[src/rtl/mux2_rr_arbiter.sv]
// mux2_rr_arbiter
// Two-input round-robin stream arbiter that feeds the 2:1 mux. Words from
// sources A and B arrive over valid/ready handshakes. One word per cycle is
// granted into a single registered output slot, together with a sel bit
// (0 = A, 1 = B). When both sources are valid, the grant alternates.
//
// Ports
//   i_clk, i_rst_n           clock; synchronous active-low reset
//   i_a_valid/i_a_data       source A word,   o_a_ready accepts it
//   i_b_valid/i_b_data       source B word,   o_b_ready accepts it
//   o_out_valid/o_out_data   registered output slot
//   o_sel                    source of the slot word, drives mux sel
//   i_out_ready              consumer takes the slot
//   o_cnt_a/o_cnt_b          per-source accepted-word counters (wrapping)
//
// state    | meaning
// ---------+-------------------------------------------
// ST_EMPTY | output slot empty, o_out_valid = 0
// ST_FULL  | output slot holds a word, o_out_valid = 1

module mux2_rr_arbiter #(
    parameter int WIDTH = 1,
    parameter int CNT_W = 8
) (
    input  logic             i_clk,
    input  logic             i_rst_n,
    input  logic             i_a_valid,
    input  logic [WIDTH-1:0] i_a_data,
    output logic             o_a_ready,
    input  logic             i_b_valid,
    input  logic [WIDTH-1:0] i_b_data,
    output logic             o_b_ready,
    output logic             o_out_valid,
    output logic [WIDTH-1:0] o_out_data,
    output logic             o_sel,
    input  logic             i_out_ready,
    output logic [CNT_W-1:0] o_cnt_a,
    output logic [CNT_W-1:0] o_cnt_b
);

    typedef enum logic {
        ST_EMPTY = 1'b0,
        ST_FULL  = 1'b1
    } state_t;

    state_t           r_state;
    state_t           w_state_nxt;
    logic [WIDTH-1:0] r_data;
    logic             r_sel;
    logic             r_last;
    logic [CNT_W-1:0] r_cnt_a;
    logic [CNT_W-1:0] r_cnt_b;

    logic w_can_load;
    logic w_gnt_a;
    logic w_gnt_b;
    logic w_acc_a;
    logic w_acc_b;
    logic w_acc;

    // The slot can take a new word when it is empty or is draining this cycle.
    assign w_can_load = (r_state == ST_EMPTY) | i_out_ready;

    // On a tie, grant the source that was not served most recently.
    assign w_gnt_a = i_a_valid & (~i_b_valid | r_last);
    assign w_gnt_b = i_b_valid & (~i_a_valid | ~r_last);

    // Gating with i_rst_n keeps both readies low while reset is held.
    // A grant already implies valid, so these are the accept strobes.
    assign w_acc_a = i_rst_n & w_can_load & w_gnt_a;
    assign w_acc_b = i_rst_n & w_can_load & w_gnt_b;
    assign w_acc   = w_acc_a | w_acc_b;

    // State register
    always_ff @(posedge i_clk) begin
        if (!i_rst_n) begin
            r_state <= ST_EMPTY;
        end else begin
            r_state <= w_state_nxt;
        end
    end

    // Next-state logic
    always_comb begin
        w_state_nxt = r_state;
        if (w_acc) begin
            w_state_nxt = ST_FULL;
        end else if ((r_state == ST_FULL) && i_out_ready) begin
            w_state_nxt = ST_EMPTY;
        end
    end

    // Output logic
    always_comb begin
        o_out_valid = (r_state == ST_FULL);
        o_a_ready   = w_acc_a;
        o_b_ready   = w_acc_b;
    end

    // Slot contents, priority pointer and counters.
    // r_last resets to B, so A wins the first tie.
    always_ff @(posedge i_clk) begin
        if (!i_rst_n) begin
            r_data  <= '0;
            r_sel   <= 1'b0;
            r_last  <= 1'b1;
            r_cnt_a <= '0;
            r_cnt_b <= '0;
        end else begin
            if (w_acc) begin
                r_data <= w_acc_b ? i_b_data : i_a_data;
                r_sel  <= w_acc_b;
                r_last <= w_acc_b;
            end
            if (w_acc_a) begin
                r_cnt_a <= r_cnt_a + CNT_W'(1);
            end
            if (w_acc_b) begin
                r_cnt_b <= r_cnt_b + CNT_W'(1);
            end
        end
    end

    assign o_out_data = r_data;
    assign o_sel      = r_sel;
    assign o_cnt_a    = r_cnt_a;
    assign o_cnt_b    = r_cnt_b;

endmodule

[config.mk]
export PLATFORM = sky130hd
export DESIGN_NAME = mux2_rr_arbiter
export DESIGN_NICKNAME = d
export VERILOG_FILES = /design/src/rtl/mux2_rr_arbiter.sv
export SDC_FILE = /design/constraint.sdc
export NUM_CORES = 1
export LEC_CHECK = 0
export BUFFER_PORTS_ARGS = -buffer_cell sky130_fd_sc_hd__buf_2
export CAP_MARGIN = 10
export CORE_ASPECT_RATIO = 0.8
export CORE_UTILIZATION = 48
export CTS_CLUSTER_SIZE = 30
export DETAILED_ROUTE_END_ITERATION = 10
export PLACE_DENSITY_LB_ADDON = 0.2
export SKIP_LAST_GASP = 1
export SLEW_MARGIN = 5
export SYNTH_ARGS = -nofsm -noshare
export SYNTH_HDL_FRONTEND = slang
export SYNTH_SLANG_ARGS = --single-unit
[constraint.sdc]
create_clock -name i_clk -period 1.6 [get_ports i_clk]
set_input_delay 0.16 -clock i_clk [delete_from_list [all_inputs] [get_ports i_clk]]
set_output_delay 0.16 -clock i_clk [all_outputs]
set_load 0.005 [all_outputs]
After elaboration in Yosys (flattened, before gate mapping). Index checks and enable logic that the tools add are counted.

$add $sub $neg: 2. Multiplexer cells: 3. Bitwise operators: 13. Reductions and logical operators: 2.

Operators by type and width (number): 8-bit by 1-bit adder with 8-bit output (second input constant) (2); 1-bit bitwise AND (5); 1-bit inverter (4); 1-bit bitwise OR (4); 1-bit 2-to-1 mux (3); 2-bit nonzero test (1); 1-bit logical AND (1).

Register bits after elaboration: 20. Input port bits: 7. Output and inout bits: 21. Word-level logic and storage cells: 26.

Logic depth before layout (Yosys ltp). Gate-level depths: netlist (run 1).

Depth in word-level cells: 6. Depth in mapped cells: 5. Gate-level depth less buffers: 5.

Worst setup path after synthesis (run 1). OpenSTA, ideal clock, no wires.

Path kind: register to register. From: register r_state (netlist: o_out_valid). To: register r_cnt_b[5] (netlist: o_cnt_b[5]). Setup time: 0.072 ns. Data arrival time: 1.129 ns. Data required time: 1.528 ns. Slack: 0.399 ns. Cell stages (with the launch flop): 6. Buffers on the path: 0. Clock period less this slack: 1.201 ns. Path through: dfxtp_1 > nand2b_4 > nand4_2 > clkinv_1 > nand4_1 > mux2i_1.

Cells in the longest elaborated chain, start to end: 4.

RTL lines: start, declared (RTL line 46) `state_t r_state;`; start signal, assigned (RTL line 79) `r_state <= w_state_nxt;`; 1-bit inverter (RTL line 62) `assign w_can_load = (r_state == ST_EMPTY) | i_out_ready;`; 1-bit bitwise OR (RTL line 62); 1-bit bitwise AND (2 in series) (RTL line 71) `assign w_acc_b = i_rst_n & w_can_load & w_gnt_b;`; net o_b_ready (RTL line 32) `output logic o_b_ready,`; end signal, assigned (RTL line 119) `r_cnt_b <= r_cnt_b + CNT_W'(1);`; end, declared (RTL line 52) `logic [CNT_W-1:0] r_cnt_b;`.

The timed path passes the listed nets, and every way through them passes these cells. A chain may end at the register's enable or synchronous reset.

Worst setup path after layout (run 1).
From: register r_state (netlist: o_out_valid). To: output port o_b_ready.

Cells in the longest elaborated chain, start to end: 4.

RTL lines (RTL line): 1-bit inverter (62); 1-bit bitwise OR (62); 1-bit bitwise AND (2 in series) (71); end, declared (32).

Every way passes these cells.

==> impl_metrics.ini, run 1 <==
[logic_synthesis]
ys_ff_latch = 20
synth.distinct_cells = 25
netlist_instances = 95
syn_area_per_cell_um2 = 9.22
syn-num-nets = 104
yosysWarnings = 0
syn_area_um2 = 876
yosysSeqAreaShare_pct = 45.7

[cts]
cts_buffers = 3
cts_hold_buffers = 0
clock_latency_ns = 0.30
cts_tree = built
h-tree-depth = 1
post-cts-setup-buffers = 0
cts_buffer_depth = 2
clock_sinks = 20
clkSlewWorstSetupHoldPaths_ns = 0.11
ctsResizeCount = 1
clock-root-buffer = clkbuf_4

[setup_path]
worstPathArrival_ns = 1.32
required_ns = 1.44
crit_chain = nand2b_4, nand4_2, clkinv_2, buf_2
end_kind = output pin
worst-path-buf-inv = 2
critPathSlowestCell = dfxtp_1
crit_fanout = 9
start_kind = register
critPathKind = reg2out
path_delay_family = flip-flops
max_stage_delay_ns = 0.39

[floorplan]
core_area_um2 = 1680
start_util_pct = 52.3
die_area_um2 = 2000
die_w_um = 49.8
placementRows = 13
io_pins = 28
die_h_um = 40.2

[power]
p_int_mw = 0.690
p_sw_share_pct = 24.0
p_sw_mw = 0.218
p_per_area_nw_per_um2 = 835
p_comb_share_pct = 9.9
pwr-share-seq_pct = 57.8
peakVddDrop_mv = 0.541
p_leak_nw = 0.563
clkPwrFrac_pct = 32.4

[layout]
ff_latch_area_um2 = 400
drive_above_1_share_pct = 31.5
post-route-util_pct = 64.9
fillers = 143
multiInputGateArea_um2 = 449
areaGrowthSynthToFinish_pct = 24.1
n_antenna_cell = 0
nets = 137

[sta]
max_freq_mhz = 677
timing.hold.ws_ns = 0.145
post-route-period-util_pct = 92.3
final_hold_viol_count = 0
fin_crit_ns = 1.48
drv_slew = 0
rsz0062_at_grt = no
fin_setup_tns_ns = 0
finalSetupViolCount = 0
fin_skew_ns = 0.00417
relSlewSlack_pct = 80.9
worstMarginPinSlew_ns = 0.283

[flow_run]
drv_cap = 0

[detailed_routing]
drc = 0
drt_wl_total_um = 1790
drt-pass1-iter-count = 4
avgViaCountPerCell = 5.25
avgRoutedWirePerCell_um = 12.0
drtAntennaViolNets = 0
vias = 782
first_iter_violations = 19

[global_routing]
grt_first_pass_wirelength_um = 2750
grt_max_degree = 18
grt_pass1_vias = 632
grt.overflow.total = 0
grt_usage_pct = 19.8
antenna_found_initial = 0

[placement]
gp_congestion = 0.734
portBuffers = 27
hpwl_um = 1340

[min_path]
holdCritPathClass = in2reg

[outcome]
outcome = finished clean
per-layer routing:
layer / wire, µm / track usage, %
met3: 102 / 8.33
met1: 879 / 23.2
met2: 793 / 32.8
met5: 0 / 0
met4: 15 / 8.57
final timing paths:
check	start	end	slack (ns)	depth (start not counted)
worst max-delay path	o_out_valid$_SDFFE_PN0P_	o_b_ready	0.12	4
worst min-delay path	i_b_data	o_out_data$_SDFFE_PN0P_	0.14	3
worst max register to register	o_out_valid$_SDFFE_PN0P_	o_cnt_b[7]$_SDFFE_PN0P_	0.30	4
worst min register to register	o_out_data$_SDFFE_PN0P_	o_out_data$_SDFFE_PN0P_	0.46	2
sequential cells by signal, summed over array words and instances, names as in the netlist:
name / cells
r_last: 1
o_cnt_b: 8
o_out_data: 1
o_cnt_a: 8
o_out_valid: 1
o_sel: 1
cell usage in the layout, fill, tap and decap left out:
cell / Yosys / layout
a21oi_1: 5 / 5
and3_1: 1 / 1
and4_1: 1 / 1
and4_2: 1 / 1
buf_2: 0 / 27
buf_4: 1 / 3
clkbuf_4: 0 / 3
clkbuf_8: 0 / 1
clkinv_2: 0 / 1
dfxtp_1: 20 / 20
ha_1: 2 / 2
inv_1: 2 / 2
inv_2: 1 / 1
mux2i_1: 9 / 9
nand2_1: 19 / 19
nand2b_1: 2 / 2
nand2b_4: 1 / 1
nand3_1: 6 / 6
nand4_1: 7 / 7
nand4_2: 1 / 1
nand4_4: 1 / 1
nor2_1: 3 / 3
o21ai_0: 4 / 4
o311ai_0: 1 / 1
o41ai_1: 1 / 1
or3_1: 2 / 2
xnor2_1: 2 / 2
worst reg2reg max path: stages, from the launching register on:
cell and delay (ns):
dfxtp_1 0.35, nand2b_4 0.09, nand4_2 0.24, o311ai_0 0.38, o41ai_1 0.12
synthesized netlist by cell type (all sizes together):
cell	number	area [µm²]
and3	1	6.26
nor2	3	11.3
o21ai	4	20.0
or3	2	12.5
dfxtp	20	400
a21oi	5	25.0
xnor2	2	17.5
and4	2	18.8
buf	1	7.51
nand2	19	71.3
nand4	9	77.6
ha	2	25.0
clkinv	1	3.75
clkbuf	1	3.75
inv	3	11.3
nand2b	3	26.3
mux2i	9	90.1
o41ai	1	8.76
nand3	6	30.0
o311ai	1	8.76
power groups by stage:
stage                     clock network (mW)  registers, mW  logic [mW]
after floorplan                            0          0.538      0.0479
after global placement                     0          0.534      0.0869
after global routing                   0.329          0.527      0.0988
final                                  0.294          0.524      0.0896
after CTS                              0.306          0.524      0.0906
after detailed placement                   0          0.536      0.0893
cell type report:
class | count | share of cell area, %
multi-input cells | 69 | 41.3
clock buffers | 4 | 3.34
repair buffers | 30 | 14.5
flip-flops and latches | 20 | 36.8
inverters | 4 | 1.50
well taps | 22 | 2.53
logic make-up after synthesis:
group | Yosys count | synth area share (%)
compound gates | 11 | 7.14
fa+ha+maj | 2 | 2.86
xor+xnor | 2 | 2.00
buf+inv | 6 | 3.00
mux | 9 | 10.3
simple gates | 45 | 29.0
flops | 20 | 45.7
through the flow:
step           setup slack, ns  total power [mW]  cells  cell area, µm²
3_3_place_gp             0.285             0.621    145            1050
2_1_floorplan            0.399             0.586     95             876
3_5_place_dp             0.245             0.625    145            1050
5_1_grt                 0.0322             0.954    149            1090
6_report                 0.123             0.908    149            1090
4_1_cts                  0.104             0.921    149            1090
Note: power is estimated with default switching activity, not from simulation.
==> inputs of run 2 (changes only) <==
BUFFER_PORTS_ARGS = unset   (was -buffer_cell sky130_fd_sc_hd__buf_2)
CORE_ASPECT_RATIO = unset   (was 0.8)
CORE_UTILIZATION = 59   (was 48)
DONT_BUFFER_PORTS = 1   (was unset)
==> run 2 against run 1 <==
- routed wire length up 4.6%
- non-clock buffer count down 23
- final cell count fell by 21%
- clock skew down 0.0030 ns
- register-to-register slack lost 0.13 ns
- sequential cell count is the same
- final area down 11%
- core utilization up 7.3 points
- setup slack better by 0.050 ns
- global-route usage rose by 6.8 points
- first-iteration DRC count shrank 37%
- critical path type is now reg2reg
- via count decreased by 10%
==> impl_metrics.ini, run 2 (same netlist as run 1, synthesis figures left out) <==
[global_routing]
grt_max_degree = 19
grt.overflow.total = 0
antenna_found_initial = 0
grt_usage_pct = 26.6
grt_first_pass_wirelength_um = 2700
grt_pass1_vias = 637

[layout]
areaGrowthSynthToFinish_pct = 10.0
layout_common_cells = dfxtp_1 (20), nand2_1 (19), mux2i_1 (9)
drive_above_1_share_pct = 12.6
ff_latch_area_um2 = 400
mostFrequentLayoutCell = dfxtp_1
fillers = 113
multiInputGateArea_um2 = 449
postLayoutCellArea_um2 = 963
layoutNonFillerInstCount = 118
post-route-util_pct = 72.2
nets = 114
n_antenna_cell = 0

[min_path]
holdCritPathClass = in2reg
whs_endpoint = o_cnt_a[6]$_SDFFE_PN0P_
min_from = i_rst_n
min_path_cells = 2

[sta]
fin_crit_ns = 1.43
fin_setup_tns_ns = 0
max_freq_mhz = 701
final_hold_viol_count = 0
fin_skew_ns = 0.00116
post-route-period-util_pct = 89.2
drv_slew = 0
rsz0062_at_grt = no
worstMarginPinSlew_ns = 0.327
relSlewSlack_pct = 78.0
finalSetupViolCount = 0

[power]
pwr-share-seq_pct = 63.7
p_leak_nw = 0.435
p_int_mw = 0.629
p_per_area_nw_per_um2 = 855
p_sw_share_pct = 23.6
clkPwrFrac_pct = 28.1
p_sw_mw = 0.194
p_comb_share_pct = 8.3
peakVddDrop_mv = 0.679

[setup_path]
rr_endpoint = o_cnt_b[6]$_SDFFE_PN0P_
worstPathArrival_ns = 1.66
r2r-start = o_out_valid$_SDFFE_PN0P_
required_ns = 1.83
reg2reg_setup_slack_ns = 0.17
critPathKind = reg2reg
start_kind = register
end_kind = register
crit_fanout = 9
reg2reg_depth = 5

[cts]
clock_sinks = 20
h-tree-depth = 1
cts_tree = built
cts_buffers = 3
clkSlewWorstSetupHoldPaths_ns = 0.10
cts_buffer_depth = 2
post-cts-setup-buffers = 0
clock_latency_ns = 0.29
clock-root-buffer = clkbuf_4

[floorplan]
placementRows = 13
io_pins = 28
die_w_um = 40.5
die_area_um2 = 1640
start_util_pct = 65.7
core_area_um2 = 1330
die_h_um = 40.5

[detailed_routing]
drtAntennaViolNets = 0
drc = 0
first_iter_violations = 12
avgRoutedWirePerCell_um = 15.9
vias = 702
drt_wl_total_um = 1870
avgViaCountPerCell = 5.95
drt-pass1-iter-count = 4

[placement]
hpwl_um = 1280
place_area_um2 = 921
placed_cells = 113
portBuffers = 0
gp_congestion = 0.743

[outcome]
outcome = finished clean

[flow_run]
drv_cap = 0
## run 2: through the flow
step | worst slack, ns | hold WS (ns) | power [mW]
global placement | 0.278 | 0.243 | 0.594
floorplan | 0.399 | 0.327 | 0.586
finish | 0.173 | 0.00220 | 0.823
global route | 0.0346 | 0.00253 | 0.860
detailed placement | 0.235 | 0.249 | 0.597
CTS | 0.172 | 0.000951 | 0.822
## run 2: power by group through the flow
stage	Clock [mW]	Combinational (mW)	Sequential, mW
final	0.231	0.0680	0.524
after global routing	0.256	0.0769	0.526
after CTS	0.234	0.0645	0.524
after detailed placement	0	0.0618	0.535
after global placement	0	0.0591	0.535
after floorplan	0	0.0479	0.538
## run 2: critical path, stage by stage (launching register included)
cell and delay [ns]:
dfxtp_1 0.41, nand2b_4 0.09, nand4_2 0.19, clkinv_1 0.27
nand4_1 0.21, mux2i_1 0.18
## run 2: worst max path at each step
stage | to | slack (ns) | cells after the start | startpoint
floorplan | o_cnt_b[5]$_SDFFE_PN0P_ | 0.40 | 5 | o_out_valid$_SDFFE_PN0P_
global placement | o_cnt_b[5]$_SDFFE_PN0P_ | 0.28 | 5 | o_out_valid$_SDFFE_PN0P_
detailed placement | o_cnt_b[5]$_SDFFE_PN0P_ | 0.23 | 5 | o_out_valid$_SDFFE_PN0P_
CTS | o_cnt_b[6]$_SDFFE_PN0P_ | 0.17 | 5 | o_out_valid$_SDFFE_PN0P_
global route | o_cnt_b[4]$_SDFFE_PN0P_ | 0.03 | 5 | o_out_valid$_SDFFE_PN0P_
finish | o_cnt_b[6]$_SDFFE_PN0P_ | 0.17 | 5 | o_out_valid$_SDFFE_PN0P_
## run 2: routing by layer
layer	GRT usage [%]	vias to the layer above	routed length [µm]
met5	0	-	0
met2	38.1	24	811
met1	32.9	315	879
met4	18.3	0	65
met3	9.44	6	116
li1	-	357	-
## run 2: area by class of cell
cell class / count / area share [%]
clock buffer: 3 / 2.34
inverter: 4 / 1.56
multi-input combinational: 69 / 46.6
sequential: 20 / 41.6
tap: 15 / 1.95
timing repair buffer: 7 / 5.97
## run 2: timing repair
action | CTS | global route
hold endpoints to repair | 2 | 3
hold buffers | 1 | 1
resized for setup | 0 | 0
setup endpoints to repair | 0 | 0
==> inputs of run 3 (changes only) <==
==> constraint.sdc (replaced) <==
create_clock -name i_clk -period 1.6 [get_ports i_clk]
set_input_delay 0.08 -clock i_clk [delete_from_list [all_inputs] [get_ports i_clk]]
set_output_delay 0.08 -clock i_clk [all_outputs]
set_load 0.005 [all_outputs]
==> run 3 against run 2 <==
- final cell count grew 1.7%
- first-iteration DRC count shrank 25%
- via count grew 4.7%
- global-route usage grew 0.69 points
- critical path type unchanged
- die area is the same
- fmax is essentially flat
- sequential cell count is the same
- routed wire length shrank 0.75%
- core utilization grew 1.5 points
- highest routed layer unchanged
- critical path depth is the same
==> impl_metrics.ini, run 3 (same netlist as run 1, synthesis figures left out) <==
[min_path]
holdCritPathClass = in2reg

[layout]
layout_common_cells = dfxtp_1 (20), nand2_1 (19), mux2i_1 (9)
fillers = 111
areaGrowthSynthToFinish_pct = 12.3
n_antenna_cell = 0
mostFrequentLayoutCell = dfxtp_1
drive_above_1_share_pct = 12.4
nets = 116
ff_latch_area_um2 = 400
multiInputGateArea_um2 = 449

[cts]
clock_latency_ns = 0.29
cts_buffers = 3
cts_buffer_depth = 2
post-cts-setup-buffers = 0
clkSlewWorstSetupHoldPaths_ns = 0.10
ctsResizeCount = 0
cts_tree = built
h-tree-depth = 1
cts_hold_buffers = 3
clock_sinks = 20
clock-root-buffer = clkbuf_4

[floorplan]
placementRows = 13
die_area_um2 = 1640
die_h_um = 40.5
die_w_um = 40.5
start_util_pct = 65.7
core_area_um2 = 1330
io_pins = 28

[detailed_routing]
avgRoutedWirePerCell_um = 15.5
drt_wl_total_um = 1860
drt-pass1-iter-count = 4
first_iter_violations = 9
vias = 735
drtAntennaViolNets = 0
drc = 0
avgViaCountPerCell = 6.13

[global_routing]
grt_usage_pct = 27.3
grt_first_pass_wirelength_um = 2790
grt_max_degree = 17
grt.overflow.total = 0
grt_pass1_vias = 668
antenna_found_initial = 0

[placement]
portBuffers = 0
gp_congestion = 0.743
post-place-ws_ns = 0.235
hpwl_um = 1280

[sta]
fin_setup_tns_ns = 0
fin_ws_ns = 0.174
post-route-period-util_pct = 89.1
drv_slew = 0
rsz0062_at_grt = no
max_freq_mhz = 701
relSlewSlack_pct = 61.9
timing.hold.ws_ns = 0.000812
final_hold_viol_count = 0
worstMarginPinSlew_ns = 0.570
finalSetupViolCount = 0
fin_crit_ns = 1.43
fin_skew_ns = 0.000719

[flow_run]
drv_cap = 0

[setup_path]
crit_fanout = 9
worstPathArrival_ns = 1.66
start_kind = register
required_ns = 1.83
end_kind = register
critPathKind = reg2reg

[power]
peakVddDrop_mv = 0.685
p_leak_nw = 0.445
p_per_area_nw_per_um2 = 843

[outcome]
outcome = finished clean
-- run 3: worst paths after layout --
kind / startpoint / depth (start not counted) / slack [ns] / endpoint
setup / recovery: o_out_valid$_SDFFE_PN0P_ / 5 / 0.17 / o_cnt_b[6]$_SDFFE_PN0P_
hold / removal: i_rst_n / 2 / 0.0008 / o_cnt_b[0]$_SDFFE_PN0P_
setup reg to reg: o_out_valid$_SDFFE_PN0P_ / 5 / 0.17 / o_cnt_b[6]$_SDFFE_PN0P_
hold reg to reg: o_out_data$_SDFFE_PN0P_ / 2 / 0.50 / o_out_data$_SDFFE_PN0P_
-- run 3: metal layers --
layer	wire [µm]	track usage [%]
met1	827	32.5
met2	837	40.5
met3	128	10.0
met4	65	18.3
met5	0	0
-- run 3: power by group --
group	internal (mW)	switching [mW]	total [mW]
clock	0.0877	0.142	0.230
combinational	0.0320	0.0435	0.0754
sequential	0.512	0.0117	0.524
total	0.632	0.197	0.829
-- run 3: cell type report --
cell class,instances,share of cell area (%)
Timing Repair Buffer,9,7.89
Multi-Input combinational cell,69,45.7
Tap cell,15,1.91
Inverter,4,1.53
Clock buffer,3,2.29
Sequential cell,20,40.7
-- run 3: per-stage QoR --
step,cell area [µm²],utilization (%),cells,power [mW]
after CTS,973,73.0,119,0.831
after floorplan,876,-,95,0.586
final,983,73.7,120,0.829
after global placement,921,69.0,113,0.594
after global routing,983,73.7,120,0.864
after detailed placement,921,69.0,113,0.597
-- run 3: critical path: stages (launching register included) --
cell,delay [ns]
dfxtp_1,0.41
nand2b_4,0.09
nand4_2,0.19
clkinv_1,0.27
nand4_1,0.21
mux2i_1,0.19
